File: config.mk
export PLATFORM = sky130hd
export DESIGN_NAME = alu_cmd_queue
export DESIGN_NICKNAME = d
export VERILOG_FILES = /design/src/rtl/alu_cmd_queue.sv
export SDC_FILE = /design/constraint.sdc
export NUM_CORES = 1
export LEC_CHECK = 0
export CAP_MARGIN = 20
export CORE_MARGIN = 1.5
export CORE_UTILIZATION = 25
export CTS_CLUSTER_DIAMETER = 30
export DETAILED_ROUTE_END_ITERATION = 10
export PLACE_DENSITY = 0.42
export SLEW_MARGIN = 20
export SYNTH_ARGS = -nofsm -noshare
export SYNTH_HDL_FRONTEND = slang
export SYNTH_SLANG_ARGS = --single-unit
export TNS_END_PERCENT = 10
File: constraint.sdc
create_clock -name clk -period 9.7 [get_ports clk]
set_input_delay 1.94 -clock clk [delete_from_list [all_inputs] [get_ports clk]]
set_output_delay 1.94 -clock clk [all_outputs]
set_load 0.005 [all_outputs]
File: src/rtl/alu_cmd_queue.sv
// -----------------------------------------------------------------------------
// alu_cmd_queue
//
// A command queue feeding a registered ALU output stage. The producer pushes
// {op, x, z} commands with a valid/ready handshake. The head of the queue is
// evaluated by the ALU, and the result is loaded into an output register. The
// consumer then takes each {y, err} result with a valid/ready handshake.
//
// Ports
//   clk        clock; all state changes on the rising edge
//   rst        synchronous, active-high reset; takes priority over every event
//   in_valid   producer has a command
//   in_ready   queue can accept a command (equals !full)
//   in_op      0 add, 1 sub, 2 mul (when MUL_EN), 3 invalid
//   in_x/in_z  operands, WIDTH bits each
//   out_valid  the output register holds a result
//   out_ready  consumer accepts the result
//   out_y      result, 2*WIDTH bits
//   out_err    the result came from an invalid op
//   count      number of queued entries; the output register is not counted
//   full/empty count == DEPTH / count == 0
//   reject     one-cycle pulse after the producer tried to push while full
//
// Parameters
//   WIDTH   operand width (>= 1)
//   DEPTH   queue entries (>= 2; need not be a power of two)
//   MUL_EN  1: op 2 multiplies; 0: op 2 is reported as invalid
// -----------------------------------------------------------------------------
module alu_cmd_queue #(
   parameter int WIDTH  = 8,
   parameter int DEPTH  = 4,
   parameter int MUL_EN = 1
) (
   input  logic                       clk,
   input  logic                       rst,
   input  logic                       in_valid,
   output logic                       in_ready,
   input  logic [1:0]                 in_op,
   input  logic [WIDTH-1:0]           in_x,
   input  logic [WIDTH-1:0]           in_z,
   output logic                       out_valid,
   input  logic                       out_ready,
   output logic [2*WIDTH-1:0]         out_y,
   output logic                       out_err,
   output logic [$clog2(DEPTH+1)-1:0] count,
   output logic                       full,
   output logic                       empty,
   output logic                       reject
);

   localparam int CW = $clog2(DEPTH + 1);
   localparam int PW = (DEPTH > 1) ? $clog2(DEPTH) : 1;
   localparam int EW = 2 + 2 * WIDTH;   // stored entry: {op, x, z}

   // Command storage. It has no reset: an entry is only read once the count
   // says it has been written.
   logic [EW-1:0]      mem_q [DEPTH];
   logic [DEPTH-1:0]   wr_en;

   logic [PW-1:0]      wr_ptr_q, wr_ptr_d;
   logic [PW-1:0]      rd_ptr_q, rd_ptr_d;
   logic [CW-1:0]      count_q, count_d;
   logic               out_valid_q, out_valid_d;
   logic [2*WIDTH-1:0] out_y_q, out_y_d;
   logic               out_err_q, out_err_d;
   logic               reject_q, reject_d;

   logic               full_w, empty_w;
   logic               push, pop;

   logic [EW-1:0]      head;
   logic [1:0]         head_op;
   logic [2*WIDTH-1:0] x_ext, z_ext;
   logic [2*WIDTH-1:0] alu_y;
   logic               alu_err;

   // ---------------- status and handshakes ----------------
   assign full_w  = (count_q == CW'(DEPTH));
   assign empty_w = (count_q == '0);

   // A full queue never accepts, even if a pop frees a slot on the same edge.
   assign push = in_valid && !full_w;
   // Refill the output register when it is empty or is being consumed now.
   assign pop  = !empty_w && (!out_valid_q || out_ready);

   // Per-entry write enables decoded from the write pointer.
   for (genvar gi = 0; gi < DEPTH; gi++) begin : g_wr_en
      assign wr_en[gi] = push && (wr_ptr_q == PW'(gi));
   end

   always_ff @(posedge clk) begin
      for (int i = 0; i < DEPTH; i++) begin
         if (wr_en[i]) begin
            mem_q[i] <= {in_op, in_x, in_z};
         end
      end
   end

   // ---------------- ALU on the head entry ----------------
   assign head    = mem_q[rd_ptr_q];
   assign head_op = head[EW-1 -: 2];
   assign x_ext   = {{WIDTH{1'b0}}, head[2*WIDTH-1 -: WIDTH]};
   assign z_ext   = {{WIDTH{1'b0}}, head[WIDTH-1:0]};

   always_comb begin
      alu_y   = '0;
      alu_err = 1'b0;
      case (head_op)
         2'd0: alu_y = x_ext + z_ext;
         // The wrap modulo 2^(2*WIDTH) gives the two's-complement result.
         2'd1: alu_y = x_ext - z_ext;
         2'd2: begin
            if (MUL_EN != 0) begin
               // The operands are zero-extended, so the full product fits.
               alu_y = x_ext * z_ext;
            end else begin
               alu_err = 1'b1;
            end
         end
         default: alu_err = 1'b1;
      endcase
   end

   // ---------------- next-state logic ----------------
   always_comb begin
      wr_ptr_d    = wr_ptr_q;
      rd_ptr_d    = rd_ptr_q;
      count_d     = count_q;
      out_valid_d = out_valid_q;
      out_y_d     = out_y_q;
      out_err_d   = out_err_q;
      reject_d    = in_valid && full_w;

      if (push) begin
         wr_ptr_d = (wr_ptr_q == PW'(DEPTH - 1)) ? '0 : wr_ptr_q + PW'(1);
      end

      if (pop) begin
         rd_ptr_d    = (rd_ptr_q == PW'(DEPTH - 1)) ? '0 : rd_ptr_q + PW'(1);
         out_valid_d = 1'b1;
         out_y_d     = alu_y;
         out_err_d   = alu_err;
      end else if (out_ready) begin
         // The result is consumed and nothing replaces it. The data is kept.
         out_valid_d = 1'b0;
      end

      case ({push, pop})
         2'b10:   count_d = count_q + CW'(1);
         2'b01:   count_d = count_q - CW'(1);
         default: count_d = count_q;
      endcase
   end

   // ---------------- state registers ----------------
   always_ff @(posedge clk) begin
      if (rst) begin
         wr_ptr_q    <= '0;
         rd_ptr_q    <= '0;
         count_q     <= '0;
         out_valid_q <= 1'b0;
         out_y_q     <= '0;
         out_err_q   <= 1'b0;
         reject_q    <= 1'b0;
      end else begin
         wr_ptr_q    <= wr_ptr_d;
         rd_ptr_q    <= rd_ptr_d;
         count_q     <= count_d;
         out_valid_q <= out_valid_d;
         out_y_q     <= out_y_d;
         out_err_q   <= out_err_d;
         reject_q    <= reject_d;
      end
   end

   // ---------------- outputs ----------------
   assign in_ready  = !full_w;
   assign full      = full_w;
   assign empty     = empty_w;
   assign count     = count_q;
   assign out_valid = out_valid_q;
   assign out_y     = out_y_q;
   assign out_err   = out_err_q;
   assign reject    = reject_q;

endmodule

* After elaboration in Yosys (flattened, before gate mapping)
Memory sizes are Yosys's and may differ from the RTL's. A register that Yosys moved wholly into a read port is not among the register bits. Cells that the tools add are included. W data, S select, Z words.
Storage, ports and cells: RAM bits 72, register bits after elaboration 26, input bits 22, memories kept 1, logic and storage cells 70, output and inout port bits 25
Memories:
- mem_q | depth 4, width 18, read ports 1, clocked after Yosys merged registers in 1, write ports 1, line 57 | logic [EW-1:0] mem_q [DEPTH];
Cells by class: eq/ne operators 9, mux-type cells 26, reduce and logical (&&, ||, !) cells 20, $add $sub $neg 6, $mul 1
Operators by type and width (number):
- $mux W18 | 3
- $reduce_or A18 Y1 | 3
- $pmux W16 S3 | 1
- $mul A8 B8 Y16 | 1
- $mux W1 | 14
- $mux W2 | 7
- $eq A2 B2 Y1 const B | 5
- $add A8 B8 Y9 | 1
- $sub A8 B8 Y9 | 1
- $logic_and A1 B1 Y1 | 7
- $eq A2 B1 Y1 const B | 3
- $pmux W3 S2 | 1
- $add A2 B1 Y2 const B | 2
- $logic_not A2 Y1 | 2
- $reduce_bool A2 Y1 | 2
- $add A3 B1 Y3 const B | 1
- $eq A3 B3 Y1 const B | 1
- $logic_not A1 Y1 | 3
- $logic_not A3 Y1 | 1
- $reduce_or A3 Y1 | 1
- $sub A3 B1 Y3 const B | 1
- $logic_or A1 B1 Y1 | 1

* Depth between registers and ports, before layout
Gate-level depths: netlist of the first run.
word-level depth 10, depth in mapped cells 21, depth with buffers taken out 19

* Least setup slack after synthesis of the first run
No wires, ideal clock.
kind register to register, start point reg with a tool-made name, end point reg out_y_q[13] (netlist: out_y[13]), data required time 9626 ps, arrival time 5155 ps, cell stages (with the launch flop) 19, clock period less this slack 5229 ps, setup slack 4471 ps, path through dfxtp_1 -> clkbuf_1 -> clkbuf_1 -> mux4_2 -> and2_1 -> fa_1 -> fa_1 -> fa_1 -> inv_1 -> fa_1 -> inv_1 -> ha_1 -> o21a_1 -> o21a_1 -> o22ai_1 -> o21ai_0 -> xnor2_1 -> nand2_1 -> a31oi_1
RTL lines:
- to (signal assigned) | line 170 | out_y_q <= out_y_d;
- to (decl) | line 64 | logic [2*WIDTH-1:0] out_y_q, out_y_d;

==> flow_summary.yaml, run 1 <==
floorplanning:
  fp.dieArea_sq_um: 26800
  core_area_sq_um: 25300
  pin_count: 47
  fp.dieW_microns: 164
  rows: 58
  die_h_microns: 164
  start_util: 0.256
worst_setup_path:
  end_kind: "flop"
  cp.required_ns: 9.96
  crit_type: "flop to flop"
  arrival_ns: 5.91
  ff2ff_setup_slack_ns: 4.04
  r2r-end: "out_y[13]$_SDFFE_PP0P_"
  critPathLaunchType: "flop"
  worst-path-max-fanout: 18
  ff2ff_path_depth: 16
synthesis:
  syn_area_sq_um: 6470
  syn_nets: 676
  async_flop_share: 0
  synthCells: 557
  yosys-top-cells-area: "edfxtp_1 33%, fa_1 12%, ha_1 11%"
  synth-edff-count: 72
  yosys_warnings: 0
  synth_flop_cell: "edfxtp_1"
  avgSynthCellArea_sq_um: 11.6
  ys_ff_latch: 100
  synth.top_cell.area_share: 0.334
  yosysSeqAreaShare: 0.421
  yosys.area.top_type: "edfxtp_1"
  ys_types: 46
sta:
  setup_tns_ns: 0
  setup_viol: 0
  slew_headroom: 0.315
  hold_viol: 0
  post-route-period-util: 0.583
  rsz0062_at_grt: "no"
  skew_ns: 0.00965
  slew_viol_final: 0
  period_minus_slack_ns: 5.66
  tightest_slew_ns: 1.03
  fmax_mhz: 177
layout:
  multi_input_area_sq_um: 3390
  areaGrowthSynthToFinish_pct: 16.9
  final_common_cell: "inv_1"
  drive_gt1_frac: 0.0627
  seq_area_sq_um: 2720
  fin_nets: 720
  fin_util: 0.299
  fillCellCount: 2611
  diodes: 0
  final_cell_mix: "74 x inv_1, 72 x edfxtp_1, 58 x ha_1"
clock_network:
  htreeDepth: 3
  cts_setup_buffers: 0
  cts_root_buf: "clkbuf_16"
  clkTransAtPathRegs_ns: 0.07
  cts_tree: "built"
  cts.repair.resized: 0
  cts.path.max_buffers: 2
  cts_sinks: 100
  hold_buffers: 0
  clk_latency_ns: 0.35
  cts_made_buffers: 9
grt:
  grt_pass1_wl_microns: 24600
  track_usage: 0.122
  antenna_found_initial: 0
  overflow: 0
  grt_max_degree: 26
  grt_pass1_vias: 4525
min_path:
  hold_path_depth: 2
  hold-path-endpoint: "out_y[9]$_SDFFE_PP0P_"
  worstHoldStart: "out_y[9]$_SDFFE_PP0P_"
  hold_path_class: "flop to flop"
placed_design:
  dp.final_hpwl_microns: 11600
  place_congestion: 0.756
  numPortBuffers: 46
drt:
  post_drt_wl_per_cell_microns: 16.3
  num_vias: 4224
  ant_nets: 0
  drt-initial-drc-count: 191
  wl_microns: 15200
  drt_pass1_iterations: 4
  drcViolationCount: 0
  viasPerCell: 4.51
outcome:
  status: "finished clean"
job:
  cap_violations: 0
## worst max-delay path by stage
stage                             end  slack [ns]
2_1_floorplan  out_y[13]$_SDFFE_PP0P_        4.47
3_3_place_gp   out_y[13]$_SDFFE_PP0P_        4.07
3_5_place_dp   out_y[13]$_SDFFE_PP0P_        4.00
4_1_cts        out_y[13]$_SDFFE_PP0P_        3.97
5_1_grt        out_y[13]$_SDFFE_PP0P_        3.62
6_report       out_y[13]$_SDFFE_PP0P_        4.04
## sequential cells by signal, indices dropped and copies added, names as in the netlist, named ones only
| name | count |
|---|---|
| count | 3 |
| reject | 1 |
| out_y | 16 |
| out_valid | 1 |
| rd_ptr_q | 2 |
| mem_q | 72 |
| out_err | 1 |
| wr_ptr_q | 2 |
## metal layers
layer | vias to the layer above | wire length [microns] | GRT usage
met5 | - | 0 | 0
met4 | 0 | 214 | 0.0368
met3 | 12 | 307 | 0.0217
met2 | 48 | 7490 | 0.207
met1 | 2136 | 7220 | 0.157
li1 | 2028 | - | -
## area by class of cell
class / instances / share of cell area
Tap cell: 330 / 0.0546
Clock inverter: 6 / 0.00645
Clock buffer: 10 / 0.0303
Sequential cell: 100 / 0.360
Inverter: 74 / 0.0367
Multi-Input combinational cell: 368 / 0.448
Timing Repair Buffer: 48 / 0.0634
## kinds of logic (layout without fill, tap and decap cells)
logic type      Yosys count  count (layout)  share of synthesized area
fa+ha+maj                97              97                      0.233
buf+inv                  89             138                     0.0548
compound gates           93              93                     0.0890
simple gates            139             139                      0.110
flops                   100             100                      0.421
xor+xnor                 17              17                     0.0230
mux                      22              22                     0.0689
## worst max-delay path: stages (launching register included)
cell and delay (ns):
dfxtp_1 0.96, mux4_2 0.53, ha_1 0.31, fa_1 0.57, fa_1 0.45, fa_1 0.55
inv_1 0.06, fa_1 0.53, inv_1 0.04, ha_1 0.35, o21a_1 0.21, o21a_1 0.16
o22ai_1 0.28, o21ai_0 0.18, xnor2_1 0.16, nand2_1 0.07, a31oi_1 0.17
## synthesized netlist by cell type (2+ instances only)
master / count
buf_6: 2
xor2_1: 8
o31ai_1: 2
nand4_1: 3
a211oi_1: 7
mux2i_1: 4
nor2b_1: 4
xnor2_1: 9
and2_1: 39
o211ai_1: 2
mux4_2: 18
o21a_1: 4
buf_2: 4
o21ai_0: 19
clkbuf_1: 9
nand3_1: 5
nand2b_1: 2
a31oi_1: 4
a22o_1: 4
nor2_1: 29
dfxtp_1: 28
o21bai_1: 3
nor3_1: 6
a21oi_1: 31
nand2_1: 35
fa_1: 39
or3_1: 6
and3_1: 4
a21o_1: 5
inv_1: 74
edfxtp_1: 72
o22ai_1: 5
ha_1: 58
## metrics by stage
stage | hold WS [ns] | cell area [sq um] | worst slack (ns) | std cells
after floorplan | 0.449 | 6470 | 4.47 | 557
after global placement | 0.446 | 7270 | 4.07 | 919
after detailed placement | 0.451 | 7270 | 4.00 | 919
after CTS | 0.469 | 7550 | 3.97 | 935
after global routing | 0.484 | 7560 | 3.62 | 936
final | 0.465 | 7560 | 4.04 | 936
Power of run 1 is left out: the tool's default activity adds up to more than one toggle a clock period on the data nets, which glitch-free logic cannot reach.
==> run 2, diff against run 1 <==
Clock period 9.7 ns to 5.4 ns, I/O delays scaled along.
==> flow_summary.yaml, run 2 (synthesized netlist as in run 1, its figures left out) <==
drt:
  num_vias: 4241
  wl_microns: 15200
  drcViolationCount: 0
  drt_pass1_iterations: 4
  post_drt_wl_per_cell_microns: 16.1
  viasPerCell: 4.49
  drt-initial-drc-count: 208
  ant_nets: 0
sta:
  period_minus_slack_ns: 5.14
  post-route-period-util: 0.951
  fmax_mhz: 195
  rsz0062_at_grt: "yes"
  tightest_slew_ns: 1.09
  slew_viol_final: 0
  hold_viol: 0
  skew_ns: 0.0104
  slew_headroom: 0.276
  setup_viol: 0
worst_setup_path:
  cpLargestDelayFamily: "adder cells"
  end_kind: "flop"
  cp.required_ns: 5.65
  cpMostUsedCell: "fa_1"
  cp_cell_sequence: "buf_12 > mux4_2 > and2_1 > fa_1 > fa_1 > fa_1 > inv_1 > fa_1 > inv_1 > ha_1 > o21a_1 > o21a_1 > o22ai_2 > xnor2_1 > a21oi_1 > a211oi_1"
  crit_type: "flop to flop"
  r2r-end: "out_y[11]$_SDFFE_PP0P_"
  ff2ff_path_depth: 16
  slowest_stage: "mux4_2"
  cpPeakStageDelay_ns: 0.67
  ff2ff_setup_slack_ns: 0.26
  critPathLaunchType: "flop"
  worst-path-max-fanout: 18
  path_buf_inv: 3
  arrival_ns: 5.38
layout:
  drive_gt1_frac: 0.0862
  diodes: 0
  top_register: "mem_q"
  areaGrowthSynthToFinish_pct: 19.3
  layout.cells.non_filler: 945
  largest_register_ffs: 72
  final_common_cell: "inv_1"
  fin_nets: 730
  final_cell_mix: "74 x inv_1, 72 x edfxtp_1, 58 x ha_1"
floorplanning:
  pin_count: 47
  fp.dieArea_sq_um: 26800
  fp.dieW_microns: 164
  core_area_sq_um: 25300
  start_util: 0.256
  rows: 58
  die_h_microns: 164
grt:
  track_usage: 0.122
  grt_max_degree: 26
  overflow: 0
  grt_pass1_wl_microns: 24600
  grt_pass1_vias: 4537
  antenna_found_initial: 0
min_path:
  hold_path_class: "flop to flop"
  hold_path_depth: 2
  worstHoldStart: "out_y[9]$_SDFFE_PP0P_"
  hold-path-endpoint: "out_y[9]$_SDFFE_PP0P_"
clock_network:
  cts_sinks: 100
  clk_latency_ns: 0.36
  hold_buffers: 0
  cts_made_buffers: 9
  cts_tree: "built"
  clkTransAtPathRegs_ns: 0.07
  htreeDepth: 3
  cts.path.max_buffers: 2
  cts_root_buf: "clkbuf_16"
placed_design:
  dp.cells: 928
  numPortBuffers: 46
  place_congestion: 0.780
  dp.final_hpwl_microns: 11700
job:
  cap_violations: 0
outcome:
  status: "finished clean"
run 2: cell type report:
type,instances,area (sq um)
clock buffer,9,225
clock inverter,6,96.3
fill,2607,17500
inverter,74,278
multi-input combinational,368,3410
sequential,100,2720
tap,330,413
timing repair buffer,58,576
run 2: stage by stage:
step,cell area [sq um],worst slack [ns],TNS [ns],util,hold slack [ns]
3_3_place_gp,7360,0.126,0,0.292,0.447
5_1_grt,7720,-0.0263,-0.0383,0.306,0.502
4_1_cts,7680,0.106,0,0.304,0.476
6_report,7720,0.264,0,0.306,0.466
2_1_floorplan,6470,0.171,0,-,0.449
3_5_place_dp,7360,0.125,0,0.292,0.459
run 2: timing repair:
action	CTS	global route
gates resized for setup	0	5
endpoints found under the setup margin	0	5
buffers inserted	0	2
endpoints found under the hold margin	0	0
run 2: metal layers:
metal,GRT usage,wire [microns]
met3,0.0192,297
met1,0.160,7340
met5,0,0
met2,0.204,7410
met4,0.0384,191
run 2: worst reg2reg max path: stages (launching register included):
cell      delay [ns]
dfxtp_1         0.36
buf_12          0.20
mux4_2          0.68
and2_1          0.23
fa_1            0.46
fa_1            0.52
fa_1            0.54
inv_1           0.06
fa_1            0.52
inv_1           0.04
ha_1            0.35
o21a_1          0.21
o21a_1          0.17
o22ai_2         0.20
xnor2_1         0.15
a21oi_1         0.08
a211oi_1        0.26
run 2: worst max path at each step:
stage / cells past startpoint / slack, ns / startpoint / to
after floorplan: 18 / 0.17 / flop / out_y[13]$_SDFFE_PP0P_
after global placement: 19 / 0.13 / flop / out_y[13]$_SDFFE_PP0P_
after global routing: 19 / -0.03 / flop / out_y[13]$_SDFFE_PP0P_
after CTS: 17 / 0.11 / flop / out_y[13]$_SDFFE_PP0P_
after detailed placement: 17 / 0.12 / flop / out_y[13]$_SDFFE_PP0P_
final: 16 / 0.26 / flop / out_y[11]$_SDFFE_PP0P_
Power of run 2 is left out for the same reason.
==> run 3, diff against run 2 <==
Settings changed: SKIP_LAST_GASP from default to 1.
==> flow_summary.yaml, run 3 (synthesized netlist as in run 1, its figures left out) <==
outcome:
  status: "finished clean"
sta:
  period_minus_slack_ns: 5.18
  hold_viol: 0
  post-route-period-util: 0.959
  setup_viol: 0
  skew_ns: 0.0130
  slew_viol_final: 0
  hold_slack_ns: 0.466
  rsz0062_at_grt: "yes"
  fmax_mhz: 193
  tightest_slew_ns: 1.09
  slew_headroom: 0.271
placed_design:
  place_congestion: 0.780
  dp.final_hpwl_microns: 11700
  numPortBuffers: 46
layout:
  final_cell_mix: "74 x inv_1, 72 x edfxtp_1, 58 x ha_1"
  drive_gt1_frac: 0.0846
  final_common_cell: "inv_1"
  diodes: 0
  top_register: "mem_q"
  largest_register_ffs: 72
  areaGrowthSynthToFinish_pct: 19.3
  fin_nets: 730
drt:
  wl_microns: 15200
  topRoutingLayerUsed: "met4"
  drt_pass1_iterations: 4
  ant_nets: 0
  drcViolationCount: 0
  wl_met2_microns: 7510
  num_vias: 4227
  drt-initial-drc-count: 235
  wl_met1_microns: 7310
  viasPerCell: 4.47
  post_drt_wl_per_cell_microns: 16.1
  wl_met3_microns: 255
worst_setup_path:
  arrival_ns: 5.44
  worst-path-max-fanout: 18
  crit_type: "flop to flop"
  cp.required_ns: 5.66
  critPathLaunchType: "flop"
  end_kind: "flop"
  ff2ff_setup_slack_ns: 0.22
floorplanning:
  start_util: 0.256
  pin_count: 47
  rows: 58
  fp.dieArea_sq_um: 26800
  fp.dieW_microns: 164
  die_h_microns: 164
  core_area_sq_um: 25300
grt:
  antenna_found_initial: 0
  track_usage: 0.122
  grt_pass1_vias: 4537
  grt_max_degree: 26
  overflow: 0
  grt_pass1_wl_microns: 24600
min_path:
  hold_path_class: "flop to flop"
clock_network:
  clkTransAtPathRegs_ns: 0.07
  cts_made_buffers: 9
  cts_sinks: 100
  cts_tree: "built"
  hold_buffers: 0
  clk_latency_ns: 0.36
  htreeDepth: 3
  cts_root_buf: "clkbuf_16"
  cts.path.max_buffers: 2
job:
  cap_violations: 0
==> run 3: cell counts in the layout (fill, tap and decap cells not counted) <==
No cell type changed its count.
==> run 3: through the flow <==
step                      worst slack, ns  setup TNS (ns)  cell area, sq um  instances  utilization
after global routing              -0.0930          -0.102              7710        945        0.305
after detailed placement            0.125               0              7360        928        0.292
after floorplan                     0.171               0              6470        557            -
after CTS                           0.106               0              7680        943        0.304
after global placement              0.126               0              7360        928        0.292
final                               0.221               0              7710        945        0.305
==> run 3: per-layer routing <==
metal | vias up | GRT usage
li1 | 2045 | -
met1 | 2133 | 0.160
met2 | 43 | 0.204
met3 | 6 | 0.0192
met4 | 0 | 0.0384
met5 | - | 0
==> run 3: timing repair <==
item                                    CTS  global route
resized for setup                         0             3
buffers inserted                          0             2
endpoints found under the setup margin    0             5
==> run 3: cell type report <==
type	instances	area (sq um)
clock buffer	9	225
clock inverter	6	96.3
fill	2608	17500
inverter	74	278
multi-input combinational	368	3400
sequential	100	2720
tap	330	413
timing repair buffer	58	576
==> run 3: worst max-delay path, cell delays in order (launching register included) <==
cell and delay (ns):
dfxtp_1 0.36, buf_12 0.20, mux4_2 0.56, buf_4 0.22, nand2_1 0.10, fa_1 0.45, fa_1 0.54, inv_1 0.05
fa_1 0.52, inv_1 0.05, fa_1 0.56, inv_1 0.05, ha_1 0.33, o21ai_0 0.12, nor2_2 0.22, o22ai_2 0.14
o21ai_0 0.22, xnor2_1 0.15, nand2_1 0.07, a31oi_1 0.16
==> run 3: final timing paths <==
check / start / to / cells past startpoint
max: flop / out_y[13]$_SDFFE_PP0P_ / 19
min: out_y[9]$_SDFFE_PP0P_ / out_y[9]$_SDFFE_PP0P_ / 2
max reg2reg: flop / out_y[13]$_SDFFE_PP0P_ / 19
min reg2reg: out_y[9]$_SDFFE_PP0P_ / out_y[9]$_SDFFE_PP0P_ / 2
Power of run 3 is left out for the same reason.
